`src/rtl/uart_fifo_adapter_pkg.sv`:
```
// Shared definitions for the UART FIFO adapter: default FIFO depth and the
// transmit sequencer state encoding.
package uart_fifo_adapter_pkg;

  localparam int UART_FIFO_DEPTH = 16;

  typedef enum logic [1:0] {
    TX_IDLE,
    TX_LAUNCH,
    TX_SETTLE,
    TX_DRAIN
  } tx_state_e;

endpackage

```
`src/rtl/uart_fifo_adapter_sync_fifo.sv`:
```
// Single-clock show-ahead FIFO. A push on a full FIFO lands only when a pop
// frees the slot in the same cycle; storage is deliberately left unreset.
module sync_fifo #(
  parameter int WIDTH = 8,
  parameter int DEPTH = 16,
  parameter int AW    = $clog2(DEPTH)
) (
  input  logic             clk,
  input  logic             rst_n,
  input  logic [WIDTH-1:0] wdata_i,
  input  logic             push_i,
  input  logic             pop_i,
  output logic [WIDTH-1:0] rdata_o,
  output logic             full_o,
  output logic             empty_o,
  output logic [AW:0]      level_o
);

  localparam logic [AW:0]   FULL_LVL = (AW+1)'(DEPTH);
  localparam logic [AW:0]   LVL_ONE  = (AW+1)'(1);
  localparam logic [AW-1:0] PTR_ONE  = AW'(1);

  logic [WIDTH-1:0] mem_q [DEPTH];
  logic [AW-1:0]    wptr_q, rptr_q;
  logic [AW:0]      level_q;
  logic             do_push, do_pop;

  assign do_pop  = pop_i && !empty_o;
  assign do_push = push_i && (!full_o || do_pop);

  always_ff @(posedge clk or negedge rst_n) begin
    if (!rst_n) begin
      wptr_q  <= '0;
      rptr_q  <= '0;
      level_q <= '0;
    end else begin
      if (do_push) wptr_q <= wptr_q + PTR_ONE;
      if (do_pop)  rptr_q <= rptr_q + PTR_ONE;
      case ({do_push, do_pop})
        2'b10:   level_q <= level_q + LVL_ONE;
        2'b01:   level_q <= level_q - LVL_ONE;
        default: level_q <= level_q;
      endcase
    end
  end

  always_ff @(posedge clk) begin
    if (do_push) mem_q[wptr_q] <= wdata_i;
  end

  assign rdata_o = mem_q[rptr_q];
  assign full_o  = (level_q == FULL_LVL);
  assign empty_o = (level_q == '0);
  assign level_o = level_q;

endmodule

```
`src/rtl/uart_fifo_adapter.sv`:
```
// Byte FIFOs between a host and a UART controller: TX queue drained by a
// four-state send sequencer, RX queue filled from an ack-handshaked receiver.
module uart_fifo_adapter
  import uart_fifo_adapter_pkg::*;
#(
  parameter int DEPTH = UART_FIFO_DEPTH,
  parameter int AW    = $clog2(DEPTH)
) (
  input  logic          clk,
  input  logic          rst_n,
  input  logic [7:0]    tx_wdata,
  input  logic          tx_we,
  output logic          tx_full,
  output logic [AW:0]   tx_level,
  output logic [7:0]    rx_rdata,
  input  logic          rx_re,
  output logic          rx_empty,
  output logic [AW:0]   rx_level,
  output logic          rx_overrun,
  input  logic          overrun_clr,
  output logic [7:0]    uart_send_data,
  output logic          uart_send,
  input  logic          uart_send_busy,
  input  logic [7:0]    uart_rev_data,
  input  logic          uart_rev_data_valid,
  output logic          uart_rev_data_invalid
);

  tx_state_e   state_q, state_d;
  logic [7:0]  tx_byte_q, tx_byte_d;
  logic [7:0]  tx_head;
  logic        tx_empty, tx_pop, tx_push;
  logic        rx_full, rx_pop, rx_accept, rx_drop;
  logic        ack_q, held_q, overrun_q;

  assign tx_push = tx_we && !tx_full;

  sync_fifo #(.WIDTH(8), .DEPTH(DEPTH)) u_tx_fifo (
    .clk     (clk),
    .rst_n   (rst_n),
    .wdata_i (tx_wdata),
    .push_i  (tx_push),
    .pop_i   (tx_pop),
    .rdata_o (tx_head),
    .full_o  (tx_full),
    .empty_o (tx_empty),
    .level_o (tx_level)
  );

  sync_fifo #(.WIDTH(8), .DEPTH(DEPTH)) u_rx_fifo (
    .clk     (clk),
    .rst_n   (rst_n),
    .wdata_i (uart_rev_data),
    .push_i  (rx_accept),
    .pop_i   (rx_re),
    .rdata_o (rx_rdata),
    .full_o  (rx_full),
    .empty_o (rx_empty),
    .level_o (rx_level)
  );

  always_ff @(posedge clk or negedge rst_n) begin
    if (!rst_n) begin
      state_q   <= TX_IDLE;
      tx_byte_q <= '0;
    end else begin
      state_q   <= state_d;
      tx_byte_q <= tx_byte_d;
    end
  end

  always_comb begin
    state_d   = state_q;
    tx_byte_d = tx_byte_q;
    tx_pop    = 1'b0;
    case (state_q)
      TX_IDLE: begin
        if (!tx_empty) begin
          tx_pop    = 1'b1;
          tx_byte_d = tx_head;
          state_d   = TX_LAUNCH;
        end
      end
      TX_LAUNCH: state_d = TX_SETTLE;
      // busy only rises the cycle after the send pulse, so skip one cycle
      TX_SETTLE: state_d = TX_DRAIN;
      TX_DRAIN:  if (!uart_send_busy) state_d = TX_IDLE;
      default:   state_d = TX_IDLE;
    endcase
  end

  assign uart_send      = (state_q == TX_LAUNCH);
  assign uart_send_data = tx_byte_q;

  // held_q remembers that the byte behind a still-high valid was already
  // taken, so a controller that keeps valid up after the ack is not re-read.
  assign rx_pop    = rx_re && !rx_empty;
  assign rx_accept = uart_rev_data_valid && !ack_q && !held_q;
  assign rx_drop   = rx_accept && rx_full && !rx_pop;

  always_ff @(posedge clk or negedge rst_n) begin
    if (!rst_n) begin
      ack_q     <= 1'b0;
      held_q    <= 1'b0;
      overrun_q <= 1'b0;
    end else begin
      ack_q     <= rx_accept;
      held_q    <= uart_rev_data_valid && (held_q || rx_accept);
      overrun_q <= rx_drop || (overrun_q && !overrun_clr);
    end
  end

  assign uart_rev_data_invalid = ack_q;
  assign rx_overrun            = overrun_q;

endmodule

```
`config.mk`:
```
export PLATFORM = sky130hd
export DESIGN_NAME = uart_fifo_adapter
export DESIGN_NICKNAME = d
export VERILOG_FILES = /design/src/rtl/uart_fifo_adapter_pkg.sv /design/src/rtl/uart_fifo_adapter_sync_fifo.sv /design/src/rtl/uart_fifo_adapter.sv
export SDC_FILE = /design/constraint.sdc
export NUM_CORES = 1
export LEC_CHECK = 0
export CORE_MARGIN = 3
export CORE_UTILIZATION = 53
export DETAILED_ROUTE_END_ITERATION = 10
export GPL_TIMING_DRIVEN = 1
export PLACE_DENSITY = 0.71
export SKIP_CTS_REPAIR_TIMING = 1
export SLEW_MARGIN = 15
export SYNTH_ARGS = -nofsm -noshare
export SYNTH_HDL_FRONTEND = slang
export SYNTH_SLANG_ARGS = --single-unit
```
`constraint.sdc`:
```
create_clock -name clk -period 8.6 [get_ports clk]
set_clock_uncertainty 0.2 [all_clocks]
set_input_delay 1.29 -clock clk [delete_from_list [all_inputs] [get_ports clk]]
set_output_delay 1.29 -clock clk [all_outputs]
set_load 0.02 [all_outputs]
```
==> results by group, run 1 <==
Worst setup path
  – CP required: 7.11 ns
  – CP arrival: 3.15 ns
  – Critical path class: flop to primary output
  – Worst-path maximum fanout: 35
  – Startpoint Class: flop
  – CP endpoint kind: primary output

STA
  – Max Clk Rate: approximately 0.22 GHz
  – Worst-margin pin slew: 0.984 ns
  – Fin crit period: roughly 4.6 ns
  – Final hold slack: 0.289 ns
  – Setup TNS: 0 ns
  – Final Hold Vio Count: 0
  – RSZ-0062 raised after global routing: false
  – Final period util: 54.0%
  – Slew margin rel.: 34.2%
  – Final setup violation count: 0
  – Max-slew violation count: 0

Yosys
  – Post-Synth Simple-Gate Area: 3.65%
  – Yosys warns: 0
  – Synthesized instance count: 615
  – Cell taking the most area after synthesis: edfxtp_1
  – Post-Syn Area per Cell: 19.4 sq um
  – Post-synth net total: 659
  – Post-Syn Area: 12000 sq um
  – Async S/R FF share, synth: 13.2%
  – Post-synth top area share: 64.3%
  – Largest family of logic cells by synthesized area: multiplexers
  – Post-synth EDFFs: 256
  – Complex-gate fraction of the synthesized area: 3.36%
  – XOR/XNOR Fraction of Synth Area: under 10%
  – Adder-Cell Fraction of Synth Area: under 10%
  – FF+latch count, synth: ~300
  – Synth Flop Type: edfxtp_1
  – Mux cell area share after synthesis: between 10% and 20%
  – Area contributors post-synth: edfxtp_1 (64%), mux4_2 (14%), dfrtp_1 (8.2%)
  – Sequential area share after synthesis: 72.5%
  – Library cells used by synthesis: 49

Place
  – Dpl hpwl: 14400 um
  – Placed Instance Area: 12700 sq um
  – Port Buffers: between 50 and 60
  – Routability congestion estimate: ~0.80

Final layout
  – Share of cells above drive strength 1: 21.8%
  – Area Overhead vs Synth: 14.9%
  – Post-route design area: between 10000 and 15000 sq um
  – Ant diodes: 0
  – Fillers: 1477
  – NumNets Final: between 700 and 800

Worst hold path
  – Min-delay worst type: flop to flop

Clock tree
  – Skew-Pair Late Insertion Delay: 0.55 ns
  – CTS Buf Count: 30
  – Longest Clk Path Bufs: 3
  – Root Buffer: clkbuf_16
  – H-tree levels: 1
  – Clk slew on worst S/H paths: 0.06 ns
  – CTS tree: done
  – CTS Sinks: 295

Route
  – Routed vias: 5907
  – DR vias/cell: between 6 and 7
  – Initial DRC count: 566
  – Final ANT Viol Nets: 0
  – WL per Instance: between 20 and 25 um
  – Routed Wire Length: 23400 um
  – Drt drc: 0
  – Drt first pass iters: 5

Global routing
  – First-pass GRT wire length: ~37000 um
  – Overflow after GRT: 0
  – Initial antenna violation count: 0
  – Vias in the first global route: 6279
  – Overall Global Routing Usage: 20.0%
  – Largest net degree at the start of global routing: 40

Flow run
  – Max-capacitance violation count: 0

Die
  – Cell Rows: 54
  – Die H: roughly 160 um
  – Die W: 156 um
  – Die footprint: 24400 sq um
  – Initial core utilization: ~54%
  – I/O Pins: 54
  – Core ar.: between 20000 and 25000 sq um

Power
  – Static Leakage: about 4.6 nW
  – Worst vdd ir: 0.000200 V
  – Pwr dens: ~340 nW/um^2

Run status
  – Outcome: finished, final reports clean
[Yosys cell counts, types with 2 or more instances]
cell	number
edfxtp_1	256
a211oi_1	2
nand2b_1	4
clkbuf_1	17
nor2_1	24
a31oi_1	3
and2_1	15
buf_2	10
xor2_1	10
nor3_1	5
nor4_1	2
inv_1	18
mux2_2	14
a21oi_1	11
nand3_1	2
ha_1	21
o32ai_1	2
o22ai_1	16
nand4_1	3
mux4_2	72
or2_2	2
nor2b_1	2
buf_1	3
o211ai_2	2
dfrtp_1	39
and3b_1	3
buf_4	2
xnor2_1	10
o21ai_0	8
o21a_1	4
nand2_1	14
or4_1	2
[power breakdown]
| part | internal, mW | total, mW | switching [mW] |
|---|---|---|---|
| clock network | 0.753 | 1.27 | 0.521 |
| logic | 0.718 | 1.39 | 0.674 |
| registers | 1.74 | 1.96 | 0.220 |
[flip-flops by register name, indices dropped and copies added (netlist names)]
signal / cells
uart_rev_data_invalid: 1
u_tx_fifo.rptr_q: 4
u_tx_fifo.mem_q: 128
u_rx_fifo.mem_q: 128
u_rx_fifo.level_o: 5
uart_send_data: 8
u_rx_fifo.wptr_q: 4
u_tx_fifo.wptr_q: 4
state_q: 2
u_rx_fifo.rptr_q: 4
held_q: 1
u_tx_fifo.level_o: 5
rx_overrun: 1
[kinds of logic (layout without fill, tap and decap cells)]
logic type / count (synthesis) / in the layout
AOI/OAI and AO/OA: 58 / 58
xor gates and xnor gates: 20 / 20
adders and majority gates: 21 / 21
buffers and inverters: 50 / 133
DFF: 295 / 295
muxes: 88 / 88
and+or+nand+nor: 83 / 83
[final timing paths]
check / slack, ns / to / cells after the start / start
min in group asynchronous: 0.61 / u_rx_fifo.rptr_q[3] / 2 / rst_n
worst min-delay path: 0.29 / held_q / 1 / uart_rev_data_invalid
max in group asynchronous: 7.15 / u_tx_fifo.rptr_q[2] / 2 / rst_n
worst max register to register: 5.06 / u_tx_fifo.level_o[4] / 9 / u_tx_fifo.level_o[1]
worst min register to register: 0.29 / held_q / 1 / uart_rev_data_invalid
worst max-delay path: 3.96 / rx_rdata[4] / 3 / u_rx_fifo.rptr_q[0]
[layout make-up]
type / count / area (sq um) / share of cell area [%]
Timing Repair Buffer: 60 / 578 / 4.21
Tap cell: 280 / 350 / 2.55
Clock buffer: 36 / 805 / 5.86
Clock inverter: 19 / 174 / 1.27
Sequential cell: 295 / 8670 / 63.1
Inverter: 18 / 67.6 / 0.492
Multi-Input combinational cell: 270 / 3090 / 22.5
[layout by cell type (no fill, tap or decap), drive strengths merged, types with 4 or more instances in the layout]
master and n:
o21a 4, a31oi 4, buf 8, clkdlybuf4s50 52
xor2 10, dfrtp 39, nor3 5, mux4 72
ha 21, nand2 14, nor2 24, a21oi 11
o22ai 16, edfxtp 256, nand2b 4, and2 15
clkbuf 36, inv 19, mux2 15, o21ai 9
xnor2 10, clkinv 12
[per-stage QoR]
step           total power [mW]  worst slack [ns]  cells  utilization [%]
6_report                   4.63              3.96    978             62.5
5_1_grt                    4.86              3.82    978             62.5
4_1_cts                    4.66              3.61    978             62.5
3_5_place_dp               3.38              4.20    923             58.1
3_3_place_gp               3.32              4.24    923             58.1
2_1_floorplan              2.93              5.11    615                -
[routing by layer]
metal	wire length (um)	global-route usage (%)	vias up
met5	0	0	-
met2	11300	31.0	191
met4	578	5.25	0
met1	10100	29.7	3078
met3	1480	3.88	46
li1	-	-	2592
[critical path: stages (launching register included)]
cell and delay [ns]:
dfrtp_4 0.86, mux4_2 0.60, mux4_2 0.52, clkdlybuf4s50_1 0.58
(Power assumes the default switching activity.)
==> run 2, diff against run 1 <==
--- a/config.mk
+++ b/config.mk
@@ -9,7 +9,7 @@
 export CORE_UTILIZATION = 53
 export DETAILED_ROUTE_END_ITERATION = 10
 export GPL_TIMING_DRIVEN = 1
-export PLACE_DENSITY = 0.71
+export PLACE_DENSITY = 0.74
 export SKIP_CTS_REPAIR_TIMING = 1
 export SLEW_MARGIN = 15
 export SYNTH_ARGS = -nofsm -noshare
==> constraint.sdc (replaced) <==
create_clock -name clk -period 4.15 [get_ports clk]
set_clock_uncertainty 0.2 [all_clocks]
set_input_delay 0.6225 -clock clk [delete_from_list [all_inputs] [get_ports clk]]
set_output_delay 0.6225 -clock clk [all_outputs]
set_load 0.02 [all_outputs]
==> results by group, run 2 (synthesis gave the netlist of run 1 again) <==
STA
  – Final period util: just under 90%
  – Fin crit period: 3.65 ns
  – Final setup violation count: 0
  – Worst-margin pin slew: 1.02 ns
  – Max Clk Rate: 0.274 GHz
  – Final Hold Vio Count: 0
  – Slew margin rel.: 31.8%
  – RSZ-0062 raised after global routing: false
  – Setup TNS: 0 ns
  – Max-slew violation count: 0

Final layout
  – Commonest cells after routing, fill and taps aside: edfxtp_1 (256), mux4_2 (72), clkdlybuf4s50_1 (52)
  – Seq. cell area: 8670 sq um
  – Area Overhead vs Synth: 15.3%
  – NumNets Final: between 700 and 800
  – Fin util: between 60 and 70%
  – Area of the multi-input gates: a little over 3000 sq um
  – Share of cells above drive strength 1: 22.0%
  – Ant diodes: 0
  – Post-route design area: 13800 sq um
  – Most common cell after layout, fill and taps aside: edfxtp_1
  – Fillers: approximately 1400
  – Non-Filler Instances: roughly 1000

Worst setup path
  – Critical path class: flop to primary output
  – Worst-path maximum fanout: 35
  – CP required: 3.33 ns
  – Startpoint Class: flop
  – CP arrival: between 2 and 3 ns
  – CP endpoint kind: primary output

Die
  – Core ar.: 22000 sq um
  – Die footprint: around 24000 sq um
  – I/O Pins: 54
  – Initial core utilization: 54.4%
  – Die W: 156 um
  – Die H: between 150 and 200 um
  – Cell Rows: 54

Route
  – Drt drc: 0
  – Final ANT Viol Nets: 0
  – Initial DRC count: ~450
  – WL per Instance: 24.4 um
  – Routed Wire Length: 23900 um
  – Routed vias: about 5900
  – Drt first pass iters: 4
  – DR vias/cell: 6.05

Global routing
  – Overall Global Routing Usage: between 20% and 30%
  – Vias in the first global route: ~6200
  – First-pass GRT wire length: 37500 um
  – Overflow after GRT: 0
  – Largest net degree at the start of global routing: 40
  – Initial antenna violation count: 0

Place
  – Dpl hpwl: approximately 15000 um
  – Routability congestion estimate: 0.894
  – DP Cell Count: around 900
  – Placed Instance Area: 12800 sq um
  – Port Buffers: 53

Clock tree
  – Clk slew on worst S/H paths: around 0.060 ns
  – Skew-Pair Late Insertion Delay: 0.55 ns
  – CTS Buf Count: 30
  – Root Buffer: clkbuf_16
  – CTS Sinks: 295
  – CTS tree: done
  – Longest Clk Path Bufs: 3
  – H-tree levels: 1

Power
  – Worst vdd ir: ~0.00044 V
  – Pwr dens: 706 nW/um^2
  – Static Leakage: 4.61 nW

Run status
  – Outcome: finished, final reports clean

Flow run
  – Max-capacitance violation count: 0

Worst hold path
  – Min-delay worst type: input pin to async pin
-- run 2: worst max-delay path, stage by stage, from the launching register on --
cell             delay (ns)
dfrtp_2                0.37
buf_12                 0.26
mux4_2                 0.59
mux4_2                 0.48
clkdlybuf4s50_1        0.56
-- run 2: final cells by class --
cell class / instances / share of cell area, %
flip-flops and latches: 295 / 62.9
multi-input cells: 270 / 22.4
repair buffers: 61 / 4.34
clock buffers: 35 / 5.81
well taps: 280 / 2.54
clock inverters: 21 / 1.57
inverters: 18 / 0.490
-- run 2: metal layers --
layer	wire length, um	track usage [%]	vias up
met4	429	5.00	0
met3	1440	3.63	31
met2	11700	32.1	217
met5	0	0	-
met1	10300	29.6	3086
li1	-	-	2597
-- run 2: final timing paths --
kind,from,end,slack (ns),depth (start not counted)
worst min register to register,uart_rev_data_invalid,held_q,0.28,1
worst min-delay path,rst_n,u_rx_fifo.rptr_q[3],0.03,1
worst max register to register,u_tx_fifo.level_o[1],u_tx_fifo.level_o[4],0.75,9
worst max-delay path,u_rx_fifo.rptr_q[0],rx_rdata[1],0.50,4
max in group asynchronous,rst_n,u_tx_fifo.rptr_q[2],2.98,1
min in group clk,uart_rev_data_invalid,held_q,0.28,1
-- run 2: stage by stage --
step / power [mW] / hold slack (ns) / setup slack (ns)
3_3_place_gp: 6.96 / 0.265 / 0.713
3_5_place_dp: 7.06 / 0.282 / 0.617
5_1_grt: 10.2 / 0.0829 / 0.388
6_report: 9.73 / 0.0296 / 0.500
2_1_floorplan: 6.07 / 0.127 / 0.869
4_1_cts: 9.81 / 0.0516 / 0.459
-- run 2: report_power, final --
group | switching, mW | total, mW | internal (mW)
clock | 1.09 | 2.72 | 1.63
combinational | 1.38 | 2.90 | 1.51
sequential | 0.500 | 4.11 | 3.61
==> run 3, diff against run 2 <==
--- a/config.mk
+++ b/config.mk
@@ -7,11 +7,12 @@
 export LEC_CHECK = 0
 export CORE_MARGIN = 3
 export CORE_UTILIZATION = 53
+export CTS_BUF_LIST = sky130_fd_sc_hd__clkbuf_8
 export DETAILED_ROUTE_END_ITERATION = 10
 export GPL_TIMING_DRIVEN = 1
 export PLACE_DENSITY = 0.74
 export SKIP_CTS_REPAIR_TIMING = 1
-export SLEW_MARGIN = 15
+export SLEW_MARGIN = 10
 export SYNTH_ARGS = -nofsm -noshare
 export SYNTH_HDL_FRONTEND = slang
 export SYNTH_SLANG_ARGS = --single-unit
==> results by group, run 3 (synthesis gave the netlist of run 1 again) <==
Run status
  – Outcome: finished, final reports clean

Place
  – Pre-CTS WS: 0.617 ns
  – Port Buffers: 53
  – Routability congestion estimate: 0.894
  – Placed Instance Area: 12800 sq um
  – DP Cell Count: 924
  – Dpl hpwl: 15100 um

Route
  – Drt drc: 0
  – Routed Wire Length: 23300 um
  – Initial DRC count: 439
  – Routed vias: 5972
  – Drt first pass iters: 7
  – WL per Instance: 23.2 um
  – DR vias/cell: between 5 and 6
  – Final ANT Viol Nets: 0

Worst setup path
  – Crit path max-delay family: multiplexers
  – Critical-path cell list: buf_12, mux4_2, mux4_2, clkdlybuf4s50_1
  – Most used cell, CP: mux4_2
  – CP startpoint: u_rx_fifo.rptr_q[0]
  – Max incr delay on CP: 0.60 ns
  – CP max stage cell: mux4_2
  – Startpoint Class: flop
  – CP endpoint kind: primary output
  – Worst-path maximum fanout: 35
  – CP required: 3.33 ns
  – Sum of buffers and inverters on the critical path: 2
  – R2r startpoint: u_tx_fifo.level_o[1]
  – Critical path class: flop to primary output
  – CP arrival: 2.84 ns

STA
  – Max Clk Rate: 0.273 GHz
  – Final setup margin: 0.492 ns
  – Max-slew violation count: 0
  – Setup TNS: 0 ns
  – Fin crit period: between 3 and 4 ns
  – Final setup violation count: 0
  – RSZ-0062 raised after global routing: false
  – Final period util: 88.1%
  – Worst-margin pin slew: around 1.0 ns
  – Final Hold Vio Count: 0
  – Final hold slack: 0.0339 ns
  – Slew margin rel.: 32.0%

Global routing
  – First-pass GRT wire length: 36700 um
  – Initial antenna violation count: 0
  – Vias in the first global route: 6283
  – Largest net degree at the start of global routing: 40
  – Overall Global Routing Usage: 19.8%
  – Overflow after GRT: 0

Final layout
  – Fin util: 62.0%
  – Post-route design area: ~14000 sq um
  – Commonest cells after routing, fill and taps aside: edfxtp_1 (256), mux4_2 (72), clkdlybuf4s50_1 (52)
  – Most common cell after layout, fill and taps aside: edfxtp_1
  – Fillers: 1505
  – Ant diodes: 0
  – Share of cells above drive strength 1: 23.1%
  – Non-Filler Instances: around 1000
  – Area Overhead vs Synth: 13.9%
  – NumNets Final: 736

Clock tree
  – Clk slew on worst S/H paths: 0.06 ns
  – CTS Sinks: 295
  – H-tree levels: 2
  – Longest Clk Path Bufs: 3
  – Skew-Pair Late Insertion Delay: 0.55 ns
  – Root Buffer: clkbuf_8
  – CTS tree: done
  – CTS Buf Count: 46

Power
  – Power, Total: 9.25 mW
  – Static Leakage: 4.59 nW
  – Worst vdd ir: 0.000422 V
  – Pwr dens: slightly below 700 nW/um^2

Die
  – Die H: approximately 160 um
  – Initial core utilization: between 50% and 60%
  – Cell Rows: 54
  – Core ar.: roughly 22000 sq um
  – Die W: around 160 um
  – Die footprint: 24400 sq um
  – I/O Pins: 54

Flow run
  – Max-capacitance violation count: 0

Worst hold path
  – Min-delay worst type: input pin to async pin
==> run 3: changes by cell type in the layout (fill, tap and decap cells not counted), sizes merged <==
cell,previous run,this run
bufinv,4,2
clkinvlp,4,1
clkbuf,35,48
clkinv,11,16
inv,20,30
==> run 3: worst paths after layout <==
check	end	depth (start not counted)	slack (ns)
min in group clk	held_q	1	0.28
worst max register to register	u_tx_fifo.level_o[4]	9	0.76
worst min register to register	held_q	1	0.28
max in group asynchronous	u_tx_fifo.rptr_q[3]	1	3.00
worst max-delay path	rx_rdata[1]	4	0.49
worst min-delay path	u_rx_fifo.rptr_q[3]	1	0.03
==> run 3: layout make-up <==
class / instances / area (sq um) / share of cell area, %
well taps: 280 / 350 / 2.57
clock buffers: 48 / 661 / 4.85
inverters: 18 / 67.6 / 0.496
clock inverters: 31 / 193 / 1.42
repair buffers: 61 / 598 / 4.39
flip-flops and latches: 295 / 8670 / 63.6
multi-input cells: 270 / 3080 / 22.6
==> run 3: metal layers <==
layer	track usage [%]	part of all wire (%)	routed length, um	up-vias
li1	-	-	-	2626
met5	0	0	0	-
met4	5.79	2.0	459	0
met1	28.5	42	9880	3052
met3	4.41	6.8	1580	45
met2	31.1	49	11400	249
==> run 3: worst reg2reg max path, cell delays in order (launching register included) <==
cell and delay (ns):
dfrtp_1 0.47, or4_1 0.62, o21a_1 0.48, ha_1 0.47
xor2_1 0.19, ha_1 0.23, o21a_1 0.17, o21a_1 0.17
o32ai_1 0.15, xor2_1 0.17
==> run 3: where the power goes <==
| part | switching (mW) | internal [mW] | leakage, nW |
|---|---|---|---|
| clock | 1.06 | 1.20 | 0.477 |
| combinational | 1.38 | 1.51 | 1.36 |
| sequential | 0.495 | 3.61 | 2.76 |
